<file path="src/rtl/instr_loader_pkg.sv">
// instr_loader_pkg: shared widths and FSM state encoding for the instruction memory loader
package instr_loader_pkg;
  localparam int DEF_DATA_WIDTH = 32;
  localparam int DEF_ADDR_WIDTH = 11;
  localparam int DEF_BYTE_W = 8;
  localparam int BYTES_PER_WORD = DEF_DATA_WIDTH / DEF_BYTE_W;
  localparam int IDX_W = $clog2(BYTES_PER_WORD);
  localparam logic [2:0] S_IDLE = 3'd0;
  localparam logic [2:0] S_COLLECT = 3'd1;
  localparam logic [2:0] S_WRITE = 3'd2;
  localparam logic [2:0] S_RB_RD = 3'd3;
  localparam logic [2:0] S_RB_CMP = 3'd4;
  localparam logic [2:0] S_DONE = 3'd5;
endpackage

</file>
<file path="src/rtl/instr_mem_loader_if.sv">
// instr_mem_loader_if: control, byte stream and memory write-port bundle of the loader
//   master: loader side (drives byte_ready, mem_*, busy, cpu_hold, done, error)
//   slave:  environment side (drives start, start_addr, word_count, abort, byte_in, byte_valid, mem_q)
interface instr_mem_loader_if #(
  parameter int DATA_WIDTH = 32,
  parameter int ADDR_WIDTH = 11,
  parameter int BYTE_W = 8
);
  logic start;
  logic [ADDR_WIDTH-1:0] start_addr;
  logic [ADDR_WIDTH:0] word_count;
  logic abort;
  logic [BYTE_W-1:0] byte_in;
  logic byte_valid;
  logic byte_ready;
  logic [DATA_WIDTH-1:0] mem_data;
  logic [ADDR_WIDTH-1:0] mem_addr;
  logic mem_we;
  logic [DATA_WIDTH-1:0] mem_q;
  logic busy;
  logic cpu_hold;
  logic done;
  logic error;
  modport master (
    input start, start_addr, word_count, abort, byte_in, byte_valid, mem_q,
    output byte_ready, mem_data, mem_addr, mem_we, busy, cpu_hold, done, error
  );
  modport slave (
    output start, start_addr, word_count, abort, byte_in, byte_valid, mem_q,
    input byte_ready, mem_data, mem_addr, mem_we, busy, cpu_hold, done, error
  );
endinterface

</file>
<file path="src/rtl/byte_word_packer.sv">
// byte_word_packer: packs a byte stream little-endian into one word
//   clear: drop partial word; load: insert byte_in at current index
//   word: assembled word; word_full: the byte being loaded completes the word
module byte_word_packer
  import instr_loader_pkg::*;
#(
  parameter int DATA_WIDTH = DEF_DATA_WIDTH,
  parameter int BYTE_W = DEF_BYTE_W
) (
  input  logic clk,
  input  logic rst,
  input  logic clear,
  input  logic load,
  input  logic [BYTE_W-1:0] byte_in,
  output logic [DATA_WIDTH-1:0] word,
  output logic word_full
);
  localparam int BPW = DATA_WIDTH / BYTE_W;
  localparam int IW = $clog2(BPW);
  logic [IW-1:0] idx;
  assign word_full = load && idx == IW'(BPW - 1);
  always_ff @(posedge clk or posedge rst) begin
    if (rst) begin
      idx <= '0;
      word <= '0;
    end else if (clear) begin
      idx <= '0;
      word <= '0;
    end else if (load) begin
      word[idx*BYTE_W +: BYTE_W] <= byte_in;
      idx <= word_full ? '0 : idx + 1'b1;
    end
  end
endmodule

</file>
<file path="src/rtl/instr_mem_loader.sv">
// instr_mem_loader: byte-stream loader driving the write port of the instruction memory
//   clk, rst (async, active high); bus: instr_mem_loader_if.master
//   Optional read-back verify enabled by defining INSTR_LOADER_VERIFY_EN.
module instr_mem_loader
  import instr_loader_pkg::*;
#(
  parameter int DATA_WIDTH = DEF_DATA_WIDTH,
  parameter int ADDR_WIDTH = DEF_ADDR_WIDTH,
  parameter int BYTE_W = DEF_BYTE_W
) (
  input logic clk,
  input logic rst,
  instr_mem_loader_if.master bus
);
  logic [2:0] state, nxt;
  logic [ADDR_WIDTH-1:0] addr;
  logic [ADDR_WIDTH:0] remaining;
  logic [DATA_WIDTH-1:0] word;
  logic full, go, adv, last;
  assign go = state == S_IDLE && bus.start;
  assign last = remaining == (ADDR_WIDTH+1)'(1);
`ifdef INSTR_LOADER_VERIFY_EN
  // address/count advance only after read-back so RB_RD reads the just-written word
  assign adv = state == S_RB_CMP;
`else
  assign adv = state == S_WRITE;
`endif
  byte_word_packer #(.DATA_WIDTH(DATA_WIDTH), .BYTE_W(BYTE_W)) u_packer (
    .clk(clk),
    .rst(rst),
    .clear(go || (bus.abort && state != S_IDLE)),
    .load(bus.byte_valid && bus.byte_ready),
    .byte_in(bus.byte_in),
    .word(word),
    .word_full(full)
  );
  always_comb begin
    nxt = S_IDLE;
    case (state)
      S_IDLE: nxt = !bus.start ? S_IDLE : bus.word_count == '0 ? S_DONE : S_COLLECT;
      S_COLLECT: nxt = full ? S_WRITE : S_COLLECT;
`ifdef INSTR_LOADER_VERIFY_EN
      S_WRITE: nxt = S_RB_RD;
      S_RB_RD: nxt = S_RB_CMP;
      S_RB_CMP: nxt = last ? S_DONE : S_COLLECT;
`else
      S_WRITE: nxt = last ? S_DONE : S_COLLECT;
`endif
      default: nxt = S_IDLE;
    endcase
    if (bus.abort && state != S_IDLE) nxt = S_IDLE;
  end
  always_ff @(posedge clk or posedge rst) begin
    if (rst) begin
      state <= S_IDLE;
      addr <= '0;
      remaining <= '0;
    end else begin
      state <= nxt;
      if (go) begin
        addr <= bus.start_addr;
        remaining <= bus.word_count;
      end else if (adv) begin
        addr <= addr + 1'b1;
        remaining <= remaining - 1'b1;
      end
    end
  end
`ifdef INSTR_LOADER_VERIFY_EN
  logic err;
  always_ff @(posedge clk or posedge rst) begin
    if (rst) err <= 1'b0;
    else if (go) err <= 1'b0;
    else if (state == S_RB_CMP && bus.mem_q != word) err <= 1'b1;
  end
  assign bus.error = err;
`else
  assign bus.error = 1'b0;
`endif
  assign bus.byte_ready = state == S_COLLECT;
  assign bus.mem_we = state == S_WRITE;
  assign bus.mem_data = word;
  assign bus.mem_addr = addr;
  assign bus.busy = state != S_IDLE;
  assign bus.cpu_hold = state != S_IDLE;
  assign bus.done = state == S_DONE;
endmodule

</file>
<file path="src/flat_wrapper.sv">
// flat-port wrapper written by rule: the top's interface ports become plain ports
module instr_mem_loader_flat import instr_loader_pkg::*;
#(
  parameter int DATA_WIDTH = DEF_DATA_WIDTH,
  parameter int ADDR_WIDTH = DEF_ADDR_WIDTH,
  parameter int BYTE_W = DEF_BYTE_W
)
  (clk, rst, bus_start, bus_start_addr, bus_word_count, bus_abort, bus_byte_in, bus_byte_valid, bus_mem_q, bus_byte_ready, bus_mem_data, bus_mem_addr, bus_mem_we, bus_busy, bus_cpu_hold, bus_done, bus_error);
  instr_mem_loader_if #(.DATA_WIDTH(DATA_WIDTH), .ADDR_WIDTH(ADDR_WIDTH), .BYTE_W(BYTE_W)) bus_i ();
  input logic clk;
  input logic rst;
  input wire logic [$bits(bus_i.start)-1:0] bus_start;
  input wire logic [$bits(bus_i.start_addr)-1:0] bus_start_addr;
  input wire logic [$bits(bus_i.word_count)-1:0] bus_word_count;
  input wire logic [$bits(bus_i.abort)-1:0] bus_abort;
  input wire logic [$bits(bus_i.byte_in)-1:0] bus_byte_in;
  input wire logic [$bits(bus_i.byte_valid)-1:0] bus_byte_valid;
  input wire logic [$bits(bus_i.mem_q)-1:0] bus_mem_q;
  output wire logic [$bits(bus_i.byte_ready)-1:0] bus_byte_ready;
  output wire logic [$bits(bus_i.mem_data)-1:0] bus_mem_data;
  output wire logic [$bits(bus_i.mem_addr)-1:0] bus_mem_addr;
  output wire logic [$bits(bus_i.mem_we)-1:0] bus_mem_we;
  output wire logic [$bits(bus_i.busy)-1:0] bus_busy;
  output wire logic [$bits(bus_i.cpu_hold)-1:0] bus_cpu_hold;
  output wire logic [$bits(bus_i.done)-1:0] bus_done;
  output wire logic [$bits(bus_i.error)-1:0] bus_error;
  assign bus_i.start = bus_start;
  assign bus_i.start_addr = bus_start_addr;
  assign bus_i.word_count = bus_word_count;
  assign bus_i.abort = bus_abort;
  assign bus_i.byte_in = bus_byte_in;
  assign bus_i.byte_valid = bus_byte_valid;
  assign bus_i.mem_q = bus_mem_q;
  assign bus_byte_ready = bus_i.byte_ready;
  assign bus_mem_data = bus_i.mem_data;
  assign bus_mem_addr = bus_i.mem_addr;
  assign bus_mem_we = bus_i.mem_we;
  assign bus_busy = bus_i.busy;
  assign bus_cpu_hold = bus_i.cpu_hold;
  assign bus_done = bus_i.done;
  assign bus_error = bus_i.error;
  instr_mem_loader #(.DATA_WIDTH(DATA_WIDTH), .ADDR_WIDTH(ADDR_WIDTH), .BYTE_W(BYTE_W)) u_core (.clk(clk), .rst(rst), .bus(bus_i));
endmodule
</file>
<file path="config.mk">
export PLATFORM = sky130hd
export DESIGN_NAME = instr_mem_loader_flat
export DESIGN_NICKNAME = d
export VERILOG_FILES = /design/src/rtl/instr_loader_pkg.sv /design/src/rtl/instr_mem_loader_if.sv /design/src/rtl/byte_word_packer.sv /design/src/rtl/instr_mem_loader.sv /design/src/flat_wrapper.sv
export SDC_FILE = /design/constraint.sdc
export NUM_CORES = 1
export LEC_CHECK = 0
export BUFFER_PORTS_ARGS = -buffer_cell sky130_fd_sc_hd__buf_2
export CAP_MARGIN = 5
export CELL_PAD_IN_SITES_DETAIL_PLACEMENT = 0
export CELL_PAD_IN_SITES_GLOBAL_PLACEMENT = 2
export CORE_MARGIN = 2
export CORE_UTILIZATION = 29
export CTS_CLUSTER_DIAMETER = 200
export DETAILED_ROUTE_END_ITERATION = 10
export MAX_ROUTING_LAYER = met4
export PLACE_DENSITY_LB_ADDON = 0.08
export SYNTH_ARGS = -nofsm -noshare
export SYNTH_HDL_FRONTEND = slang
export SYNTH_SLANG_ARGS = --single-unit
</file>
<file path="constraint.sdc">
create_clock -name clk -period 2.2 [get_ports clk]
set_input_delay 0.22 -clock clk [delete_from_list [all_inputs] [get_ports clk]]
set_output_delay 0.22 -clock clk [all_outputs]
set_load 0.03 [all_outputs]
</file>
==> reports/qor.log <==
[sta] endpoints failing setup 0
[synth] cell count after synthesis 266
[sta] count of endpoints failing hold in the final timing report 0
[sta] accumulated negative setup slack 0 ns
[drt] total wirelength of the detailed-routed design 8200 um
[floorplan] area of the die 10700 um2
[synth] top area cells in the synthesized netlist sky130_fd_sc_hd__dfrtp_1 52%, sky130_fd_sc_hd__a22o_1 9.8%, sky130_fd_sc_hd__nand2_1 3.8%, sky130_fd_sc_hd__ha_1 3.5%, sky130_fd_sc_hd__o211ai_1 2.4%
[sta] RSZ-0062 raised after global routing no
[critical_path] CP Launch Point u_core.remaining[7]
[drt] # DRC 0
[drt] routed length per placed instance 16.5 um
[finish] proportion of layout cells with a drive suffix above 1 0.332
[synth] most area-hungry cell type in the Yosys netlist sky130_fd_sc_hd__dfrtp_1
[clock_network] Root Buffer sky130_fd_sc_hd__clkbuf_8
[finish] area taken by multi-input logic gates 1290 um2
[place] input/output buffers 83
[floorplan] Row Count 36
[finish] flip-flop and latch area 1500 um2
[sta] share of the clock period used by the worst path after layout 0.924
[sta] worst-case clock skew 0.00945 ns
[synth] average size of a mapped cell 10.8 um2
[critical_path] Worst path most repeated cell sky130_fd_sc_hd__or4_4
[power_and_ir_drop] largest voltage drop on the vdd net 523 uV
[finish] Filler Cell Count 1024
[critical_path] classification of the worst setup path reg -> reg
[clock_network] level count of the clock H-tree 3
[synth] fraction of post-synthesis cell area in the top cell type by area 0.523
[critical_path] maximum fanout along the worst path 5
[critical_path] peak per-stage delay on the critical path 0.57 ns
[synth] Seq cells post-synth 60
[drt] detailed-route via count 2520
[synth] commonest cells in the synthesized netlist 60 x sky130_fd_sc_hd__dfrtp_1, 32 x sky130_fd_sc_hd__a22o_1, 29 x sky130_fd_sc_hd__nand2_1, 12 x sky130_fd_sc_hd__nor2_1, 10 x sky130_fd_sc_hd__o21ai_0
[sta] final critical path time including I/O delays and setup 2.03 ns
[power_and_ir_drop] total power per unit cell area 1130 nW/um2
[global_routing] initial antenna violation count 0
[clock_network] number of buffers on the longest clock path 2
[critical_path] series of cell instances along the critical path or4_4 -> or4_4 -> or3_1 -> a21oi_1
[flow_run] max capacitance violation total 0
[global_routing] maximum number of pins on one net before global-route repair 61
[critical_path] worst reg2reg startpoint u_core.remaining[7]
[clock_network] Skew-Pair Late Insertion Delay 0.34 ns
[sta] Slew Viols, Final 0
[floorplan] Horiz. Die Dim 103 um
[synth] cell area after technology mapping 2870 um2
[synth] most repeated cell in the gate-level netlist after synthesis sky130_fd_sc_hd__dfrtp_1
[synth] Async S/R FF share, synth 1.00
[synth] number of nets produced by synthesis 342
[floorplan] initial core utilization 0.296
[floorplan] placeable core area 9680 um2
[clock_network] Num CTS Buffers 9
[floorplan] number of placed I/O pins 117
[synth] Syn. warnings 0
[finish] total inserted antenna cells 0
[critical_path] kind of launch point of the worst setup path flop
[finish] nets@finish 435
[place] Placer Congestion 0.724
[floorplan] vertical die dimension 103 um
[critical_path] arrival time reported for the critical path endpoint 2.30 ns
[synth] number of distinct library cell variants in the gate-level netlist after synthesis 51
[synth] Post-synth EDFFs 0
[drt] Iteration-0 DRC Markers 89
[global_routing] first-pass GRT wire length 13000 um
[critical_path] kind of capture point of the worst setup path flop
[min_path] hold wc startpoint bus_start_addr[1]
[critical_path] Slowest-stage cell, CP sky130_fd_sc_hd__or4_4
[clock_network] clock transition at the registers of the reported paths 0.08 ns
[min_path] Hold/Removal Path Class in -> reg
[global_routing] Remaining Overflow, GRT 0
[critical_path] data required time of the critical path 2.46 ns
[synth] top flip-flop cell by instance count after synthesis sky130_fd_sc_hd__dfrtp_1
[global_routing] Total GRT Usage 0.167
[sta] highest attainable clock frequency 0.492 GHz
[place] detailed placer's ending HPWL 5710 um
[drt] antenna violation net count after detailed routing 0
[drt] average via count per standard cell 5.07
[power_and_ir_drop] Leak Pwr 1.82 nW
[finish] Area Growth Syn to Fin 28.5%
[power_and_ir_drop] total power consumption of the routed design 4.16 mW
[run_status] outcome complete, no violations
[synth] share of synthesized area occupied by flip-flops and latches 0.523
[drt] 1st-pass router iterations 5
[clock_network] sinks on the clock net 60
[global_routing] number of global-route vias before repair 2439
[clock_network] TritonCTS clock tree yes
[layout by cell type, fill, tap and decap left out, types with 4 or more instances in the layout]
| cell type | instances |
|---|---|
| sky130_fd_sc_hd__a221o_1 | 4 |
| sky130_fd_sc_hd__a21oi_1 | 8 |
| sky130_fd_sc_hd__or4_1 | 5 |
| sky130_fd_sc_hd__nand4_1 | 4 |
| sky130_fd_sc_hd__clkbuf_8 | 9 |
| sky130_fd_sc_hd__buf_2 | 83 |
| sky130_fd_sc_hd__a22o_1 | 32 |
| sky130_fd_sc_hd__buf_4 | 11 |
| sky130_fd_sc_hd__inv_1 | 6 |
| sky130_fd_sc_hd__dfrtp_1 | 60 |
| sky130_fd_sc_hd__nor2_1 | 12 |
| sky130_fd_sc_hd__or3_1 | 5 |
| sky130_fd_sc_hd__ha_1 | 8 |
| sky130_fd_sc_hd__nand3_1 | 8 |
| sky130_fd_sc_hd__o211ai_1 | 9 |
| sky130_fd_sc_hd__nor4_1 | 5 |
| sky130_fd_sc_hd__o21ai_0 | 10 |
| sky130_fd_sc_hd__nand2_1 | 29 |
[layer usage]
metal / up-vias / part of all wire / global-route usage
met5: - / 0 / -
met3: 6 / 0.055 / 0.0484
li1: 1207 / - / -
met4: 0 / 0.0090 / 0.0395
met2: 82 / 0.47 / 0.263
met1: 1225 / 0.46 / 0.212
[what timing repair did]
| action | 4_1_cts | 5_1_grt |
|---|---|---|
| buffers inserted | 0 | 0 |
| endpoints found under the hold margin | 60 | 0 |
| hold buffers | 1 | 0 |
| resized for setup | 0 | 1 |
| endpoints found under the setup margin | 0 | 1 |
[metrics by stage]
| stage | util | hold WS (ns) | cell area, um2 | instances | worst slack, ns |
|---|---|---|---|---|---|
| 6_report | 0.381 | 0.0666 | 3690 | 497 | 0.168 |
| 5_1_grt | 0.381 | 0.0570 | 3690 | 497 | 0.0634 |
| 4_1_cts | 0.380 | 0.0534 | 3680 | 497 | 0.0285 |
| 3_5_place_dp | 0.361 | 0.318 | 3500 | 480 | 0.198 |
| 3_3_place_gp | 0.361 | 0.318 | 3500 | 480 | 0.215 |
| 2_1_floorplan | - | 0.325 | 2870 | 266 | 0.00518 |
[path summary, 6_finish.rpt]
check	slack (ns)	to	cells past startpoint
min in group asynchronous	0.49	u_core.u_packer.word[7]	4
worst min register to register	0.50	u_core.u_packer.word[24]	1
worst max register to register	0.17	u_core.state[2]	4
worst max-delay path	0.17	u_core.state[2]	4
worst min-delay path	0.07	u_core.bus.mem_addr[1]	3
max in group asynchronous	1.45	u_core.u_packer.idx[1]	4
[cell type report]
cell class,instances,area share
Tap cell,133,0.0451
Clock buffer,9,0.0336
Timing Repair Buffer,96,0.143
Multi-Input combinational cell,185,0.350
Inverter,7,0.00713
Clock inverter,7,0.0139
Sequential cell,60,0.407
[where the power goes]
| group | internal (mW) | switching, mW | leakage [nW] |
|---|---|---|---|
| logic | 0.560 | 1.02 | 0.938 |
| registers | 1.37 | 0.315 | 0.796 |
| clock network | 0.411 | 0.481 | 0.0856 |
[critical path: cells and delay by family, from the launching register on]
| kind | cells | cell delay [ns] |
|---|---|---|
| simple gates | 3 | 1.39 |
| compound gates | 1 | 0.14 |
| flops | 1 | 0.42 |
[logic make-up (layout without fill, tap and decap cells)]
logic type      after synthesis  in the layout  synth area share
fa+ha+maj                     8              8            0.0349
simple gates                 89             89             0.174
other cells                   1              1           0.00131
flops                        60             60             0.523
buf+inv                      21            119            0.0314
compound gates               84             84             0.226
xor+xnor                      3              3           0.00916
[flip-flops by register name (all words and copies together), names as in the netlist]
name,cells
u_core.state,3
u_core.remaining,12
u_core.u_packer.word,32
u_core.u_packer.idx,2
u_core.bus.mem_addr,11
Power figures use the tool's default switching activity.
